## src/rtl/tile_renderer_pkg.sv

```systemverilog
// Shared tile-map definitions: tile codes, palette colours, map size.
// Used by the renderer and by the robot controller that writes the map.
// Pure constants and a palette lookup; no state.
package tile_renderer_pkg;

   localparam int MAP_CELLS = 300;

   localparam logic [2:0] TILE_EMPTY   = 3'd0;
   localparam logic [2:0] TILE_WALL    = 3'd1;
   localparam logic [2:0] TILE_DIRT    = 3'd2;
   localparam logic [2:0] TILE_CLEANED = 3'd3;

   localparam logic [23:0] RGB_EMPTY   = 24'h000000;
   localparam logic [23:0] RGB_WALL    = 24'h808080;
   localparam logic [23:0] RGB_DIRT    = 24'h8B4513;
   localparam logic [23:0] RGB_CLEANED = 24'h87CEEB;
   localparam logic [23:0] RGB_ERROR   = 24'hFF00FF;
   localparam logic [23:0] RGB_ROBOT   = 24'hFFFF00;

   typedef enum logic {ST_CLEAR, ST_RUN} ctrl_state_t;

   // Codes 4..7 are never written by a healthy controller; show them loudly.
   function automatic logic [23:0] tile_rgb(input logic [2:0] code);
      case (code)
         TILE_EMPTY:   tile_rgb = RGB_EMPTY;
         TILE_WALL:    tile_rgb = RGB_WALL;
         TILE_DIRT:    tile_rgb = RGB_DIRT;
         TILE_CLEANED: tile_rgb = RGB_CLEANED;
         default:      tile_rgb = RGB_ERROR;
      endcase
   endfunction

endpackage

```

## src/rtl/tile_map_ram.sv

```systemverilog
// 300 x 3-bit tile map, one write port and one registered read port.
// Read latency 1 clock; a same-cycle read of the written index returns old data.
// Out-of-range indices: writes dropped, reads return the empty tile.
module tile_map_ram
   import tile_renderer_pkg::*;
(
   input  logic        i_clk,
   input  logic        i_we,
   input  logic [8:0]  i_wr_addr,
   input  logic [2:0]  i_wr_data,
   input  logic [15:0] i_rd_addr,
   output logic [2:0]  o_rd_data
);

   logic [2:0] r_mem [0:MAP_CELLS-1];
   logic [2:0] r_rd_data;

   // Write and read in one block so the read sees the pre-write contents.
   always_ff @(posedge i_clk) begin
      if (i_we && (int'(i_wr_addr) < MAP_CELLS))
         r_mem[i_wr_addr] <= i_wr_data;
      if (int'(i_rd_addr) < MAP_CELLS)
         r_rd_data <= r_mem[i_rd_addr[8:0]];
      else
         r_rd_data <= TILE_EMPTY;
   end

   assign o_rd_data = r_rd_data;

endmodule

```

## src/rtl/tile_renderer.sv

```systemverilog
// Renders the tile map plus a robot marker onto the VGA pixel stream.
// Latency 2 clocks from pixel/sync inputs to RGB and delayed syncs.
// No backpressure: free-running pixel pipeline; map writes ignored until clear completes.
module tile_renderer
   import tile_renderer_pkg::*;
#(
   parameter int TILE_SHIFT = 5,
   parameter int MAP_COLS   = 20,
   parameter int MAP_ROWS   = 15
) (
   input  logic       clock_25,
   input  logic       reset_key,
   input  logic       video_on,
   input  logic [9:0] pix_x,
   input  logic [9:0] pix_y,
   input  logic       hs_in,
   input  logic       vs_in,
   input  logic       wr_en,
   input  logic [8:0] wr_addr,
   input  logic [2:0] wr_tile,
   input  logic [4:0] robot_col,
   input  logic [3:0] robot_row,
   output logic       ready,
   output logic       vga_hs,
   output logic       vga_vs,
   output logic [7:0] graph_r,
   output logic [7:0] graph_g,
   output logic [7:0] graph_b
);

   localparam logic [9:0] OFF_MASK = 10'((1 << TILE_SHIFT) - 1);

   ctrl_state_t r_state;
   logic [8:0]  r_clr_cnt;
   logic        r_ready;
   logic [4:0]  r_robot_col;
   logic [3:0]  r_robot_row;
   logic        r_s1_vid, r_s1_ovl, r_hs1, r_vs1, r_hs2, r_vs2;
   logic [23:0] r_rgb;

   logic [15:0] w_row, w_col, w_rd_idx;
   logic [9:0]  w_off_x, w_off_y;
   logic        w_robot_ok, w_hit;
   logic        w_ram_we;
   logic [8:0]  w_ram_waddr;
   logic [2:0]  w_ram_wdata, w_tile;

   // Tile coordinates are kept wide so the index never wraps, even off-screen.
   assign w_row    = 16'(pix_y) >> TILE_SHIFT;
   assign w_col    = 16'(pix_x) >> TILE_SHIFT;
   assign w_rd_idx = (w_row << 4) + (w_row << 2) + w_col;
   assign w_off_x  = pix_x & OFF_MASK;
   assign w_off_y  = pix_y & OFF_MASK;

   // Marker is a 16x16 square centred in the robot's tile; off-map positions hide it.
   assign w_robot_ok = (int'(r_robot_col) < MAP_COLS) && (int'(r_robot_row) < MAP_ROWS);
   assign w_hit      = w_robot_ok
                    && (w_col == 16'(r_robot_col)) && (w_row == 16'(r_robot_row))
                    && (w_off_x >= 10'd8) && (w_off_x <= 10'd23)
                    && (w_off_y >= 10'd8) && (w_off_y <= 10'd23);

   // The clearing sweep owns the write port until the map is fully zeroed.
   assign w_ram_we    = (r_state == ST_CLEAR) || (wr_en && r_ready);
   assign w_ram_waddr = (r_state == ST_CLEAR) ? r_clr_cnt : wr_addr;
   assign w_ram_wdata = (r_state == ST_CLEAR) ? TILE_EMPTY : wr_tile;

   tile_map_ram u_map (
      .i_clk     (clock_25),
      .i_we      (w_ram_we),
      .i_wr_addr (w_ram_waddr),
      .i_wr_data (w_ram_wdata),
      .i_rd_addr (w_rd_idx),
      .o_rd_data (w_tile)
   );

   // Controller: sweep every map cell to empty once, then stay in RUN.
   always_ff @(posedge clock_25 or posedge reset_key) begin
      if (reset_key) begin
         r_state   <= ST_CLEAR;
         r_clr_cnt <= 9'd0;
         r_ready   <= 1'b0;
      end else begin
         case (r_state)
            ST_CLEAR: begin
               r_clr_cnt <= r_clr_cnt + 9'd1;
               if (r_clr_cnt == 9'(MAP_CELLS - 1)) begin
                  r_state <= ST_RUN;
                  r_ready <= 1'b1;
               end
            end
            default: begin
               r_state <= ST_RUN;
               r_ready <= 1'b1;
            end
         endcase
      end
   end

   // Robot position only updates during vsync so the marker never tears.
   always_ff @(posedge clock_25 or posedge reset_key) begin
      if (reset_key) begin
         r_robot_col <= 5'd31;
         r_robot_row <= 4'd15;
      end else if (!vs_in) begin
         r_robot_col <= robot_col;
         r_robot_row <= robot_row;
      end
   end

   // Stage 1: alongside the map read; a read issued before RUN never reaches the screen.
   always_ff @(posedge clock_25 or posedge reset_key) begin
      if (reset_key) begin
         r_s1_vid <= 1'b0;
         r_s1_ovl <= 1'b0;
         r_hs1    <= 1'b1;
         r_vs1    <= 1'b1;
      end else begin
         r_s1_vid <= video_on && (r_state == ST_RUN);
         r_s1_ovl <= w_hit;
         r_hs1    <= hs_in;
         r_vs1    <= vs_in;
      end
   end

   // Stage 2: palette lookup, overlay and blanking.
   always_ff @(posedge clock_25 or posedge reset_key) begin
      if (reset_key) begin
         r_rgb <= RGB_EMPTY;
         r_hs2 <= 1'b1;
         r_vs2 <= 1'b1;
      end else begin
         if (!r_s1_vid)
            r_rgb <= RGB_EMPTY;
         else if (r_s1_ovl)
            r_rgb <= RGB_ROBOT;
         else
            r_rgb <= tile_rgb(w_tile);
         r_hs2 <= r_hs1;
         r_vs2 <= r_vs1;
      end
   end

   assign ready   = r_ready;
   assign vga_hs  = r_hs2;
   assign vga_vs  = r_vs2;
   assign graph_r = r_rgb[23:16];
   assign graph_g = r_rgb[15:8];
   assign graph_b = r_rgb[7:0];

endmodule

```

## config.mk

```make
export PLATFORM = sky130hd
export DESIGN_NAME = tile_renderer
export DESIGN_NICKNAME = d
export VERILOG_FILES = /design/src/rtl/tile_renderer_pkg.sv /design/src/rtl/tile_map_ram.sv /design/src/rtl/tile_renderer.sv
export SDC_FILE = /design/constraint.sdc
export NUM_CORES = 1
export LEC_CHECK = 0
export CORE_UTILIZATION = 35
export CTS_BUF_LIST = sky130_fd_sc_hd__clkbuf_4 sky130_fd_sc_hd__clkbuf_8 sky130_fd_sc_hd__clkbuf_16
export DETAILED_ROUTE_END_ITERATION = 7
export PLACE_DENSITY_LB_ADDON = 0.12
export SKIP_LAST_GASP = 1
export SLEW_MARGIN = 20
export SYNTH_ARGS = -nofsm -noshare
export SYNTH_HDL_FRONTEND = slang
export SYNTH_SLANG_ARGS = --single-unit
```

## constraint.sdc

```tcl
create_clock -name clock_25 -period 5.7 [get_ports clock_25]
set_clock_uncertainty 0.05 [all_clocks]
set_input_delay 1.71 -clock clock_25 [delete_from_list [all_inputs] [get_ports clock_25]]
set_output_delay 1.71 -clock clock_25 [all_outputs]
set_load 0.01 [all_outputs]
```

* Word level (Yosys, flattened, before mapping)
Memory sizes are Yosys's and may differ from the RTL's. A register that Yosys moved wholly into a read port is not among the register bits.
Cells that the tools add are included.
** Storage, ports and cells
- Register bits after elaboration :: 50
- Bits in writable memories :: 900
- Input port bits :: 47
- Output and inout port bits :: 27
- Logic and storage cells :: 56
- Memories :: 1
** Memory list
- u_map.r_mem :: depth 300, width 3, read ports 1, clocked after Yosys merged registers in 1, write ports 1, line tile_map_ram.sv:15 : logic [2:0] r_mem [0:MAP_CELLS-1];
** Operators by class
- Add/sub/neg operators :: 3
- Order comparisons :: 8
- Equality and inequality tests :: 6
- Muxes and demuxes :: 11
- Bitwise gates (word level) :: 1
- Reduce and logical (&&, ||, !) cells :: 14
** Operator list (number)
- one-hot mux 24 bit (4 select lines) :: 1
- 2-to-1 mux 24 bit :: 2
- adder 10 x 5 -> 11 bit :: 1
- less-than comparator 11 x 9 -> 1 bit (second input constant) :: 1
- adder 9 x 7 -> 10 bit :: 1
- greater-or-equal comparator 5 x 4 -> 1 bit (second input constant) :: 2
- <= comparator 5 bit (second input constant) :: 2
- logical AND 1 bit :: 10
- adder 9 x 1 -> 9 bit (second input constant) :: 1
- == test 9 bit (second input constant) :: 1
- less-than comparator 9 bit (second input constant) :: 1
- 2-to-1 mux 9 bit :: 1
- == test 3 x 2 -> 1 bit (second input constant) :: 2
- 2-to-1 mux 1 bit :: 6
- == test 5 x 4 -> 1 bit :: 1
- == test 5 bit :: 1
- less-than comparator 5 bit (second input constant) :: 1
- less-than comparator 4 bit (second input constant) :: 1
- == test 3 x 1 -> 1 bit (second input constant) :: 1
- zero test 3 bit :: 1
- 2-to-1 mux 3 bit :: 1
- nonzero test 2 bit :: 1
- zero test 1 bit :: 1
- logical OR 1 bit :: 1
- NOT 1 bit :: 1

* Logic depth before layout (Yosys ltp)
Gate-level depths: netlist of run 1.
- Word-level depth :: 8
- Depth in mapped cells :: 12
- Depth with buffers taken out :: 11

* Hierarchy
From an unflattened synthesis of run 1, not the netlist that was laid out.
** Unflattened totals
- Cell total of the unflattened synthesis :: 2113
- Area total of the unflattened synthesis :: 38510.7 sq um
** By module, submodules not included
- tile_map_ram :: instances 1, cells each 1933, area each 36379.9 sq um, sequential area each 27086.0 sq um
- tile_renderer :: instances 1, cells each 180, area each 2130.8 sq um, sequential area each 1042.2 sq um

* Least setup slack after synthesis of run 1
Ideal clock, no wire load.
- Path kind :: input port to flip-flop
- Start :: in wr_tile[0]
- End :: mem u_map.r_mem[0][0] (data pin)
- Library setup time :: 0.981 ns
- Arrival time :: 5.477 ns
- Required time :: 4.669 ns
- Path slack :: -0.808 ns
- Stages on the path :: 1
- Path buffers :: 0
- Cells stage by stage :: and2_1
** On the way
- Word-level cells in the longest chain between the ends :: 1
** RTL lines
- start, declared :: line tile_renderer.sv:20 : input logic [2:0] wr_tile,
- 2-to-1 mux 3 bit :: line tile_renderer.sv:65 : assign w_ram_wdata = (r_state == ST_CLEAR) ? TILE_EMPTY : wr_tile;
- end, declared :: line tile_map_ram.sv:15
Every way passes these cells.

* Worst setup path after layout of run 1
- Start :: in pix_y[5]
- End :: reg u_map.r_rd_data[1] (netlist: u_map.o_rd_data[1]) (read register of u_map.r_mem)
** On the way
- Word-level cells in the longest chain between the ends :: 4
** RTL lines
- start, declared :: line tile_renderer.sv:15 : input logic [9:0] pix_y,
- adder 9 x 7 -> 10 bit (*) :: line tile_renderer.sv:51 : assign w_rd_idx = (w_row << 4) + (w_row << 2) + w_col;
- adder 10 x 5 -> 11 bit (*) :: line tile_renderer.sv:51
- less-than comparator 11 x 9 -> 1 bit :: line tile_map_ram.sv:22 : if (int'(i_rd_addr) < MAP_CELLS)
- zero test 1 bit (no source line)
- end, declared :: line tile_map_ram.sv:16 : logic [2:0] r_rd_data;
Mark *: on every way between the ends. The rest lies on a longest branch, timed or not.
A chain may end at the register's enable or synchronous reset.

==> reports/results.txt, run 1 <==
The length of routed met3 wiring was 5.46 mm; the time the worst path needs with I/O delays and setup was 4.90 ns. The die boundary width is 333 um, and the initial antenna violation count is 1. In this run, distinct cell masters in the synthesized netlist total 67.

The number of design-rule violations left by the first detailed-router iteration was 1567. After floorplanning, the core was sized to cover 109000 sq um. The sink count of the clock tree is 944.

In this run, synthesis inferred 900 flip-flops with an integrated enable. Once layout is complete, the cells apart from fillers number 3825. Including well taps, the total number of placed cells is 3635. For the maximum clock frequency, the log shows 204 MHz.

The wire length of the first global-routing pass came out at 153 mm. The flow ran to the end, and the final reports show no timing, DRC or antenna violations. The worst setup path is launched from an input pin. The tool flagged a number of max-cap violations equal to 0. The tools report the cell count after synthesis as 2181. The via count of the first global-routing pass was 21400. The maximum net fanout on the critical path is 15, and the vertical extent of the die is 333 um. The final number of setup-violating endpoints is 0, and the largest stage delay on the critical path is 0.78 ns. The final net count is 2387, and the total global-route track usage is 19.1%. Compared with the post-synthesis result, the final layout area differs by 16.5%. STA puts the critical path data arrival time at 5.44 ns. Counting flops and latches in the post-synthesis netlist gives 944. The longest clock path from root to sink contains 3 buffers. By instance count, the leading cell after synthesis is sky130_fd_sc_hd__edfxtp_1. The startpoint identified for the worst hold timing path is r_hs1. The cell sitting at the root of the clock tree is a sky130_fd_sc_hd__clkbuf_16. The net count after synthesis was 2240; the initial standard-cell utilization of the core was 35.3%. The worst hold path was traced through 0 stages.

The logs give 0 for the post-CTS repair timing setup buffer count and 105 for the number of clock buffers inserted by TritonCTS. After detailed routing, no signal wire sits above met4. Walking the worst path, the cells encountered are clkdlybuf4s50_1 > inv_1 > fa_1 > inv_1 > fa_1 > clkinv_1 > buf_12 > o221ai_1 > a211oi_1 > a21oi_1 > nor3_1 > or4_1 > nor4_2. Power spread over the standard cell area amounts to 343 nW/um^2. The latest clock arrival within the worst-skew pair is 0.68 ns, and the static leakage is 12.2 nW.

In the post-synthesis netlist, the biggest area contributors are sky130_fd_sc_hd__edfxtp_1 70%, sky130_fd_sc_hd__mux4_2 9.9%, sky130_fd_sc_hd__mux2i_1 3.7%. The run gives 0 as the quantity of gates resized following cts. Routability-driven placement congestion ratio: 0.812. The worst hold path terminates at vga_hs. The sequential share of the synthesized area came out at 73.3%. The critical path in this run is classified as input pin to register. For the number of search-and-repair iterations in the first detailed-routing pass, the log shows 5.

The hold violation count in the final report came out at 0. Buffers placed on the I/O ports in this run total 67. The most instantiated flip-flop cell in the synthesis netlist was sky130_fd_sc_hd__edfxtp_1. Dividing the detail-routed via count by the number of cells gives 5.38.

The cell area that synthesis handed to floorplanning was 38400 sq um. In the synthesized netlist, the cells that appear most often are 900 x sky130_fd_sc_hd__edfxtp_1, 353 x sky130_fd_sc_hd__nor2_1, 168 x sky130_fd_sc_hd__mux4_2. For the routed length on met1, the log shows 46.3 mm. The ratio of cells with drive above 1 in the final layout came out at 20.9%.

The tools report the peak supply drop as 0.000245 V. Required time at the endpoint of the critical path: 6.24 ns. After synthesis, the mean cell area works out to 17.6 sq um.

Post-detailed-placement half-perimeter wirelength: 65.7 mm. The cell accounting for the most synthesized area was sky130_fd_sc_hd__edfxtp_1. The maximum number of pins on one net before global-route repair is 131, and the count of antenna diodes in the layout is 0. After synthesis, the share of flip-flops with an asynchronous set or reset is 4.34%.

TritonCTS built the clock tree. The floorplan has 121 rows. For this run, design rule violations remaining after detail routing come to 0. Setup repair after global routing left no endpoint under its margin. The hold-fix buffer count after cts came out at 0. The relative max-transition margin was 28.5%; the post-route setup TNS was 0 ns.

The final clock period utilization by the worst path is 86.0%. The proportion of netlist area held by the largest area contributor came out at 70.5%. The tools report the total vias in the final route as 20600. The endpoint identified for the worst register-to-register timing path is u_map.r_mem[44][2].

The slowest stage cell on the critical path was sky130_fd_sc_hd__fa_1. The tools report the detailed route wirelength on metal2 as 51.3 mm. The run gives 3 as the number of levels in the clock H-tree. The count of nets left with antenna violations once routing finished came out at 0. The per-cell routed wire length is 27.6 um.

The die covers 111000 sq um. Sort of element at the end of the critical path: a register. 74 I/O pins were placed. The clock transition at the registers of the reported paths works out to 0.06 ns. In this run the critical register-to-register path is launched from r_state.

The max-slew violation count is 0, and the worst setup slack for register-to-register paths is 1.87 ns. The routed wire length is 105 mm. The tools report the count of synthesis-stage warnings from yosys as 0. The slew at the pin closest to its max-slew limit is 1.07 ns, and the remaining global-route overflow is 0. The count of cells along the worst register-to-register path was 8.

The min-delay analysis places its worst path in the category register to register.
per-layer routing:
metal | vias to the layer above | global-route usage (%)
li1 | 8950 | -
met1 | 10900 | 25.9
met2 | 612 | 31.6
met3 | 122 | 3.02
met4 | 0 | 5.51
met5 | - | 0
worst max-delay path, delay by kind of cell:
family	cells	cell delay, ns
fa+ha+maj	2	1.29
simple gates	3	0.78
buf+inv	5	1.14
compound gates	3	0.50
final cells by class:
| cell class | instances | area (sq um) |
|---|---|---|
| Fill cell | 9760 | 64000 |
| Multi-Input combinational cell | 1081 | 9440 |
| Timing Repair Buffer | 180 | 1790 |
| Clock inverter | 60 | 627 |
| Clock buffer | 130 | 2860 |
| Sequential cell | 944 | 28100 |
| Inverter | 16 | 60.1 |
| Tap cell | 1414 | 1770 |
cells in the final DEF, fill, tap and decap left out, types with 11 or more instances in the layout:
| cell type | instances |
|---|---|
| sky130_fd_sc_hd__clkinv_1 | 21 |
| sky130_fd_sc_hd__a211oi_1 | 13 |
| sky130_fd_sc_hd__nand2_1 | 71 |
| sky130_fd_sc_hd__nor2b_1 | 13 |
| sky130_fd_sc_hd__o21ai_1 | 11 |
| sky130_fd_sc_hd__mux2_2 | 17 |
| sky130_fd_sc_hd__buf_4 | 92 |
| sky130_fd_sc_hd__mux2i_1 | 141 |
| sky130_fd_sc_hd__a21oi_1 | 56 |
| sky130_fd_sc_hd__clkdlybuf4s50_1 | 65 |
| sky130_fd_sc_hd__clkbuf_16 | 107 |
| sky130_fd_sc_hd__bufinv_16 | 11 |
| sky130_fd_sc_hd__inv_1 | 12 |
| sky130_fd_sc_hd__a221oi_1 | 20 |
| sky130_fd_sc_hd__dfstp_2 | 13 |
| sky130_fd_sc_hd__o221ai_1 | 40 |
| sky130_fd_sc_hd__o21ai_0 | 20 |
| sky130_fd_sc_hd__clkinv_2 | 16 |
| sky130_fd_sc_hd__edfxtp_1 | 900 |
| sky130_fd_sc_hd__xnor2_1 | 12 |
| sky130_fd_sc_hd__nor2_1 | 352 |
| sky130_fd_sc_hd__buf_12 | 21 |
| sky130_fd_sc_hd__clkbuf_4 | 21 |
| sky130_fd_sc_hd__dfrtp_1 | 28 |
| sky130_fd_sc_hd__nor3_1 | 11 |
| sky130_fd_sc_hd__mux4_2 | 168 |
logic make-up (layout without fill, tap and decap cells):
group / Yosys count / in the layout / share of synthesized area, %
buf+inv: 156 / 386 / 2.16
simple gates: 492 / 492 / 5.25
mux: 327 / 327 / 14.1
fa+ha+maj: 12 / 12 / 0.431
flops: 944 / 944 / 73.3
compound gates: 230 / 230 / 4.30
xor+xnor: 20 / 20 / 0.457
sequential cells by signal, summed over array words and instances, names as in the netlist, 3 cells and up:
register / cells
u_map.r_mem: 900
r_rgb: 15
r_clr_cnt: 9
r_robot_col: 5
r_robot_row: 4
u_map.o_rd_data: 3
report_power, final:
group          leakage [nW]  total (W)  internal, W  switching (W)
Combinational          3.75   0.000981     0.000361       0.000620
Clock                  1.72    0.00680      0.00405        0.00275
Sequential             6.75    0.00754      0.00750      0.0000354
Total                  12.2     0.0153       0.0119        0.00341
per-stage QoR:
| step | worst slack [ns] | util (%) | power [W] | hold WS [ns] | area (sq um) |
|---|---|---|---|---|---|
| after floorplan | 1.10 | - | 0.00819 | 0.295 | 38400 |
| after global placement | 0.0952 | 37.9 | 0.00866 | 0.296 | 41200 |
| after detailed placement | 0.131 | 37.9 | 0.00867 | 0.298 | 41200 |
| after CTS | 0.840 | 41.1 | 0.0155 | 0.307 | 44700 |
| after global routing | 0.610 | 41.1 | 0.0158 | 0.311 | 44700 |
| final | 0.798 | 41.1 | 0.0153 | 0.306 | 44700 |
how the worst max path moves through the flow:
stage                        start            endpoint
after detailed placement  pix_y[5]  u_map.o_rd_data[1]
after floorplan           pix_x[9]  u_map.o_rd_data[1]
after CTS                 pix_y[5]  u_map.o_rd_data[1]
after global placement    pix_y[5]  u_map.o_rd_data[1]
after global routing      pix_y[5]  u_map.o_rd_data[1]
final                     pix_y[5]  u_map.o_rd_data[1]
Power figures use the tool's default switching activity.
==> inputs of run 2 (changes only) <==
Settings changed: CORE_MARGIN set to 2, CORE_UTILIZATION 35 to 56, CTS_BUF_LIST sky130_fd_sc_hd__clkbuf_4 sky130_fd_sc_hd__clkbuf_8 sky130_fd_sc_hd__clkbuf_16 to unset.
==> reports/results.txt, run 2 (same netlist as run 1, synthesis figures left out) <==
The flow ran to the end, and the final reports show no timing, DRC or antenna violations. The tools report the non-filler instance count after layout as 3249. u_map.r_mem holds more flip-flops than any other register. The routability-driven placement congestion ratio came out at 0.878.

The path class of the tightest hold or removal check is register to register. The logs give 20700 for the total vias in the final route and 0 for the reported max-cap violation count. The root buffer cell chosen for the clock tree is sky130_fd_sc_hd__clkbuf_16. At the pin with the least slew margin, the transition time is 1.06 ns. Relative to the synthesized area, the layout overhead comes to 13.2%. The run gives 40300 sq um as the cell area after placement.

The per-cell via count in the routed design was 6.36; the wire length of the first global-routing pass was 137 mm. The flip-flop count of the largest register after layout was 900; the initial antenna violation count was 0. The area of the die is 70600 sq um, and the total power per unit cell area is 336 nW/um^2. In this run the tool buffered the top-level ports with 67 buffer cells. The per-cell routed wire length is 28.6 um. The floorplan has 95 rows. The total global-route track usage came out at 26.7%.

After layout, the minimum clock period comes to 4.85 ns. In this run the tightest slew margin relative to its limit is 29.5%. Before antenna repair, the detailed router went through 5 iterations.

Commonest non-fill, non-tap cell in the layout: sky130_fd_sc_hd__edfxtp_1. The run gives 5.35 ns as the data arrival time at the worst-slack endpoint. The logs give 0 for the DRC violations left and 0 for the quantity of gates resized following cts. The met2 layer usage reported by global route was 43.6%. The remaining global-route overflow came out at 0. TritonCTS built the clock tree.

The tools report the sort of element at the end of the critical path as a register. For the worst-skew pair, the clock arrives at the later sink with an insertion delay of 0.65 ns. For the maximum clock frequency, the log shows 206 MHz.

Startpoint of the worst hold path: r_hs1. Most used routing layer in global routing: met2. The final net count is 2357, and the post-route setup TNS is 0 ns. The via count of the first global-routing pass was 20800.

The tools report the post-detailed-placement half-perimeter wirelength as 57.0 mm. Setup repair after global routing left no endpoint under its margin. The largest registers in the layout are u_map.r_mem x900, r_rgb x15, r_clr_cnt x9. The logs give 0 for the final number of setup-violating endpoints and 0 for the count of antenna diodes in the layout. Along the worst path, the maximum fanout reaches 16. Hold-fix buffer count after cts: 0.

The source of the critical timing path is pix_y[6]. TritonCTS created 94 clock buffers. The worst-case IR drop observed on VDD is 0.000378 V. At the worst endpoint, the required time is 6.20 ns. The number of design-rule violations left by the first detailed-router iteration was 2564. 74 I/O pins were placed. Measured along the y axis, the die boundary spans 266 um. The hold violation count in the final report is 0. The final layout contains routed wiring with a total length of 93.0 mm. Post-CTS timing repair inserted 0 buffers for setup. For the number of levels in the clock H-tree, the log shows 3. Entering global routing, the biggest net connects 195 pins. Global routing consumed, on the met3 layer, 4.14% of the routing resources.

The static leakage is 11.9 nW. The top cell types in the final layout, fill and taps aside, are 900 x sky130_fd_sc_hd__edfxtp_1, 352 x sky130_fd_sc_hd__nor2_1, 168 x sky130_fd_sc_hd__mux4_2, 141 x sky130_fd_sc_hd__mux2i_1, 97 x sky130_fd_sc_hd__clkbuf_16. The run gives 0 as the max-slew violation count. The critical path is of the input pin to register type. After floorplanning, the core was sized to cover 67500 sq um. With fillers left out, the area of the finished cells amounts to 43400 sq um. Clock-pin slew was measured on the worst setup and hold paths at 0.06 ns.

The startpoint identified for the worst register-to-register timing path is r_state. For this design, the sink count on the clock tree is 944. For this configuration, the core starts out at a cell density of 56.8%. The tools report the sort of element at the start of the critical path as an input pin. Global routing used 38.1% of the available met1 tracks. The final critical path takes up 85.1% of the cycle.

The count of nets left with antenna violations once routing finished came out at 0. Total power for the finished layout comes to 0.0146 W. Including well taps, the total number of placed cells is 3074.

The worst-case hold slack is 0.305 ns, and the ratio of cells with drive above 1 in the final layout is 19.1%. The floorplan step set the die width to 266 um. The maximum root-to-sink buffer count is 3.
run 2: cell types whose count changed in the layout (fill, tap and decap cells not counted), moves of 4 or more:
cell                        change
sky130_fd_sc_hd__clkbuf_4      -21
sky130_fd_sc_hd__clkbuf_16     -10
sky130_fd_sc_hd__clkbuf_1      +10
sky130_fd_sc_hd__buf_12         -5
sky130_fd_sc_hd__clkinv_8       -4
sky130_fd_sc_hd__buf_4         -15
run 2: report_power, final:
group          switching [W]  internal [W]  total [W]  leakage, nW
Clock                0.00258       0.00359    0.00617         1.51
Sequential         0.0000373       0.00750    0.00754         6.75
Combinational       0.000563      0.000337   0.000900         3.65
Total                0.00318        0.0114     0.0146         11.9
run 2: through the flow:
stage	setup slack [ns]	util (%)
floorplan	1.10	-
global placement	0.232	59.7
detailed placement	0.275	59.7
CTS	0.948	64.3
global route	0.618	64.3
finish	0.848	64.3
run 2: cell type report:
cell class	count	area, sq um
clock buffer	109	2490
clock inverter	65	612
fill	4709	24100
inverter	16	60.1
multi-input combinational	1081	9440
sequential	944	28100
tap	873	1090
timing repair buffer	161	1610
run 2: final timing paths:
check / end / slack (ns) / cells after the start
max: u_map.o_rd_data[1] / 0.85 / 11
min: vga_hs / 0.30 / 0
max reg2reg: u_map.r_mem[270][0] / 1.94 / 8
min reg2reg: vga_hs / 0.30 / 0
max in group asynchronous: r_robot_col[1] / 3.77 / 3
min in group asynchronous: r_rgb[22] / 1.46 / 3
run 2: worst max-delay path, stage by stage:
cell and delay, ns:
sky130_fd_sc_hd__clkdlybuf4s50_1 0.57, sky130_fd_sc_hd__ha_1 0.29, sky130_fd_sc_hd__ha_4 0.33, sky130_fd_sc_hd__buf_4 0.31, sky130_fd_sc_hd__and2_1 0.48, sky130_fd_sc_hd__buf_4 0.42, sky130_fd_sc_hd__a22oi_1 0.16, sky130_fd_sc_hd__a21oi_1 0.24
sky130_fd_sc_hd__nor3_1 0.09, sky130_fd_sc_hd__or4_1 0.46, sky130_fd_sc_hd__nor4_2 0.25
run 2: layer usage:
layer  vias to the layer above  routed length [um]
li1                       8887                   -
met1                     10700               37700
met4                         0                2420
met2                       917               45800
met5                         -                   0
met3                       150                7070
==> inputs of run 3 (changes only) <==
Settings changed: CORE_UTILIZATION 56 to 30.
==> reports/results.txt, run 3 (same netlist as run 1, synthesis figures left out) <==
No sink is reached through more buffers than the 3 on the longest clock path. CTS placed an instance of sky130_fd_sc_hd__clkbuf_16 at the clock tree root. Input and output buffers added on the ports amount to 67.

In the final layout, the registers with the most flip-flops are u_map.r_mem x900, r_rgb x15, r_clr_cnt x9. The slowest stage cell on the critical path was sky130_fd_sc_hd__fa_1. The run gives 0.67 ns as the latest clock arrival within the worst-skew pair.

The vertical extent of the die is 362 um, and the switching power of the nets is 0.00334 W. The number of search-and-repair iterations in the first detailed-routing pass was 5; the maximum number of pins on one net before global-route repair was 95. The maximum net fanout on the critical path works out to 26. Sort of element at the start of the critical path: an input pin. Counting the buffers created by CTS gives 105. The internal power of the cells totals 0.0116 W. The tool flagged a number of max-cap violations equal to 0.

The post-CTS repair timing setup buffer count is 0, and the clock share of power is 43.0%. The commonest non-fill, non-tap cell in the layout is sky130_fd_sc_hd__edfxtp_1. Global routing consumed, over all layers together, 16.4% of the routing resources.

Slew at the pin closest to its max-slew limit: 1.09 ns. The repair_antennas step left the layout with diodes totalling 0. For the DRC violations left, the log shows 0. Total vias in the final route: 20200.

The worst setup path is of the input pin to register kind. CTS built an H-tree with a depth of 3. The I/O pin count is 74, and the hold-fix buffer count after cts is 0.

The worst setup path is captured at a register. Once the floorplan was initialized, standard cells occupied 30.2% of the core. The most critical setup path has its startpoint at pix_y[5].

The final net count was 2389; the area of the die was 131000 sq um. The max-slew violation count came out at 0. Detailed placement ended at an HPWL of 67.6 mm. The register with the most flip-flops in the layout has 900 of them. The data arrival time at the worst-slack endpoint came out at 5.52 ns. Traced cell by cell, the critical path runs through clkdlybuf4s50_1 > inv_1 > fa_1 > inv_1 > fa_1 > clkinv_1 > buf_12 > o221ai_1 > a21oi_1 > a21oi_1 > buf_4 > nor3_1 > or4_1 > nor4_2. Register with the most flip-flops: u_map.r_mem. TritonCTS built the clock tree. The initial antenna violation count is 3, and the time the worst path needs with I/O delays and setup is 4.98 ns. For the static leakage, the log shows 12.1 nW.

The startpoint identified for the worst hold timing path is r_vs1. The region available for standard cell placement spans 127000 sq um. Via count of the first global-routing pass: 21300. The maximum clock frequency is 201 MHz. The detailed router finished its first iteration with 1859 violations.

The share of power burned in combinational logic was 6.5%. The tools report the quantity of gates resized following cts as 0. The flow ran to the end, and the final reports show no timing, DRC or antenna violations. The worst register-to-register path has a setup slack of 2.45 ns. In the layout the commonest cells are 900 x sky130_fd_sc_hd__edfxtp_1, 352 x sky130_fd_sc_hd__nor2_1, 168 x sky130_fd_sc_hd__mux4_2, 141 x sky130_fd_sc_hd__mux2i_1, 107 x sky130_fd_sc_hd__clkbuf_16.

Setup violations remaining at the end of the flow were counted as 0. In this run the power density over the cells is 334 nW/um^2. Wires add up to 108 mm.

Across the VDD grid, the largest voltage drop is 0.000227 V. Setup total negative slack on the finished layout was measured at 0 ns. The area growth from synthesis to layout is 16.6%. The final clock period utilization by the worst path was 87.4%. The tools report the hold violation count in the final report as 0. Startpoint of the lowest-slack register-to-register path: r_state. The die boundary width is 362 um. Per-cell via count in the routed design: 4.97. After clock tree synthesis, the clock-pin slew on the worst setup and hold paths is 0.06 ns. Hold is met by 0.304 ns. At the worst endpoint, the required time is 6.23 ns. The sink count of the clock tree was 944; the share of total power consumed by net switching was 22.4%. Setup repair after global routing left no endpoint under its margin. The count of standard-cell rows came out at 131.

For this run the aggregate overflow at the end of global routing stands at 0. The detail route stage leaves a number of antenna-violating nets equal to 0. The largest stage delay on the critical path came out at 0.58 ns. Measured against its own limit, the worst slew margin works out to 27.1%.

The class of the most critical hold timing path was register to register. Counting both buffers and inverters, the worst setup path holds a total of 6. The logs give 0.785 for the routability-driven placement congestion ratio and 155 mm for the wire length of the first global-routing pass.

Per-cell routed wire length: 26.4 um. The post-route netlist has 19.8% of its cells at a drive strength greater than 1. Sequential cells burn 50.5% of the power.

Cell type group with the largest total delay on the critical path: buffers and inverters.
[run 3: per-stage QoR]
step	setup WS, ns	power, W	std cells	utilization [%]	cell area (sq um)
after floorplan	1.10	0.00819	2181	-	38400
after global placement	0.0154	0.00866	3885	32.6	41500
after detailed placement	0.00390	0.00866	3885	32.6	41500
after CTS	0.744	0.0151	4071	35.2	44700
after global routing	0.490	0.0155	4071	35.2	44700
final	0.719	0.0149	4071	35.2	44700
[run 3: per-layer routing]
metal,global-route usage (%),wire [um]
met5,0,0
met4,5.22,2860
met3,2.56,5210
met2,27.0,51900
met1,22.3,47600
[run 3: final timing paths]
path	to	cells after the start
hold reg to reg	vga_vs	0
setup / recovery	u_map.o_rd_data[1]	14
setup reg to reg	u_map.r_mem[1][0]	9
min in group asynchronous	r_s1_vid	2
hold / removal	vga_vs	0
max in group asynchronous	r_s1_ovl	2
[run 3: area by class of cell]
class / count / area (sq um)
multi-input combinational: 1081 / 9440
tap: 1662 / 2080
timing repair buffer: 182 / 1790
clock buffer: 129 / 2760
fill: 12000 / 82500
clock inverter: 57 / 465
sequential: 944 / 28100
inverter: 16 / 60.1
[run 3: worst reg2reg max path: stages, from the launching register on]
cell	delay [ns]
sky130_fd_sc_hd__dfrtp_1	0.32
sky130_fd_sc_hd__buf_4	0.31
sky130_fd_sc_hd__mux2i_1	0.58
sky130_fd_sc_hd__a31oi_1	0.15
sky130_fd_sc_hd__o21ai_1	0.15
sky130_fd_sc_hd__nand2_1	0.12
sky130_fd_sc_hd__nor3_1	0.40
sky130_fd_sc_hd__nand2_1	0.11
sky130_fd_sc_hd__buf_4	0.35
sky130_fd_sc_hd__nor2_1	0.38
[run 3: power by group through the flow]
stage	clock network, W	logic [W]	registers (W)
floorplan	0	0.000532	0.00766
finish	0.00643	0.000966	0.00754
CTS	0.00662	0.000981	0.00754
detailed placement	0	0.000979	0.00768
global placement	0	0.000979	0.00768
global route	0.00689	0.00103	0.00754
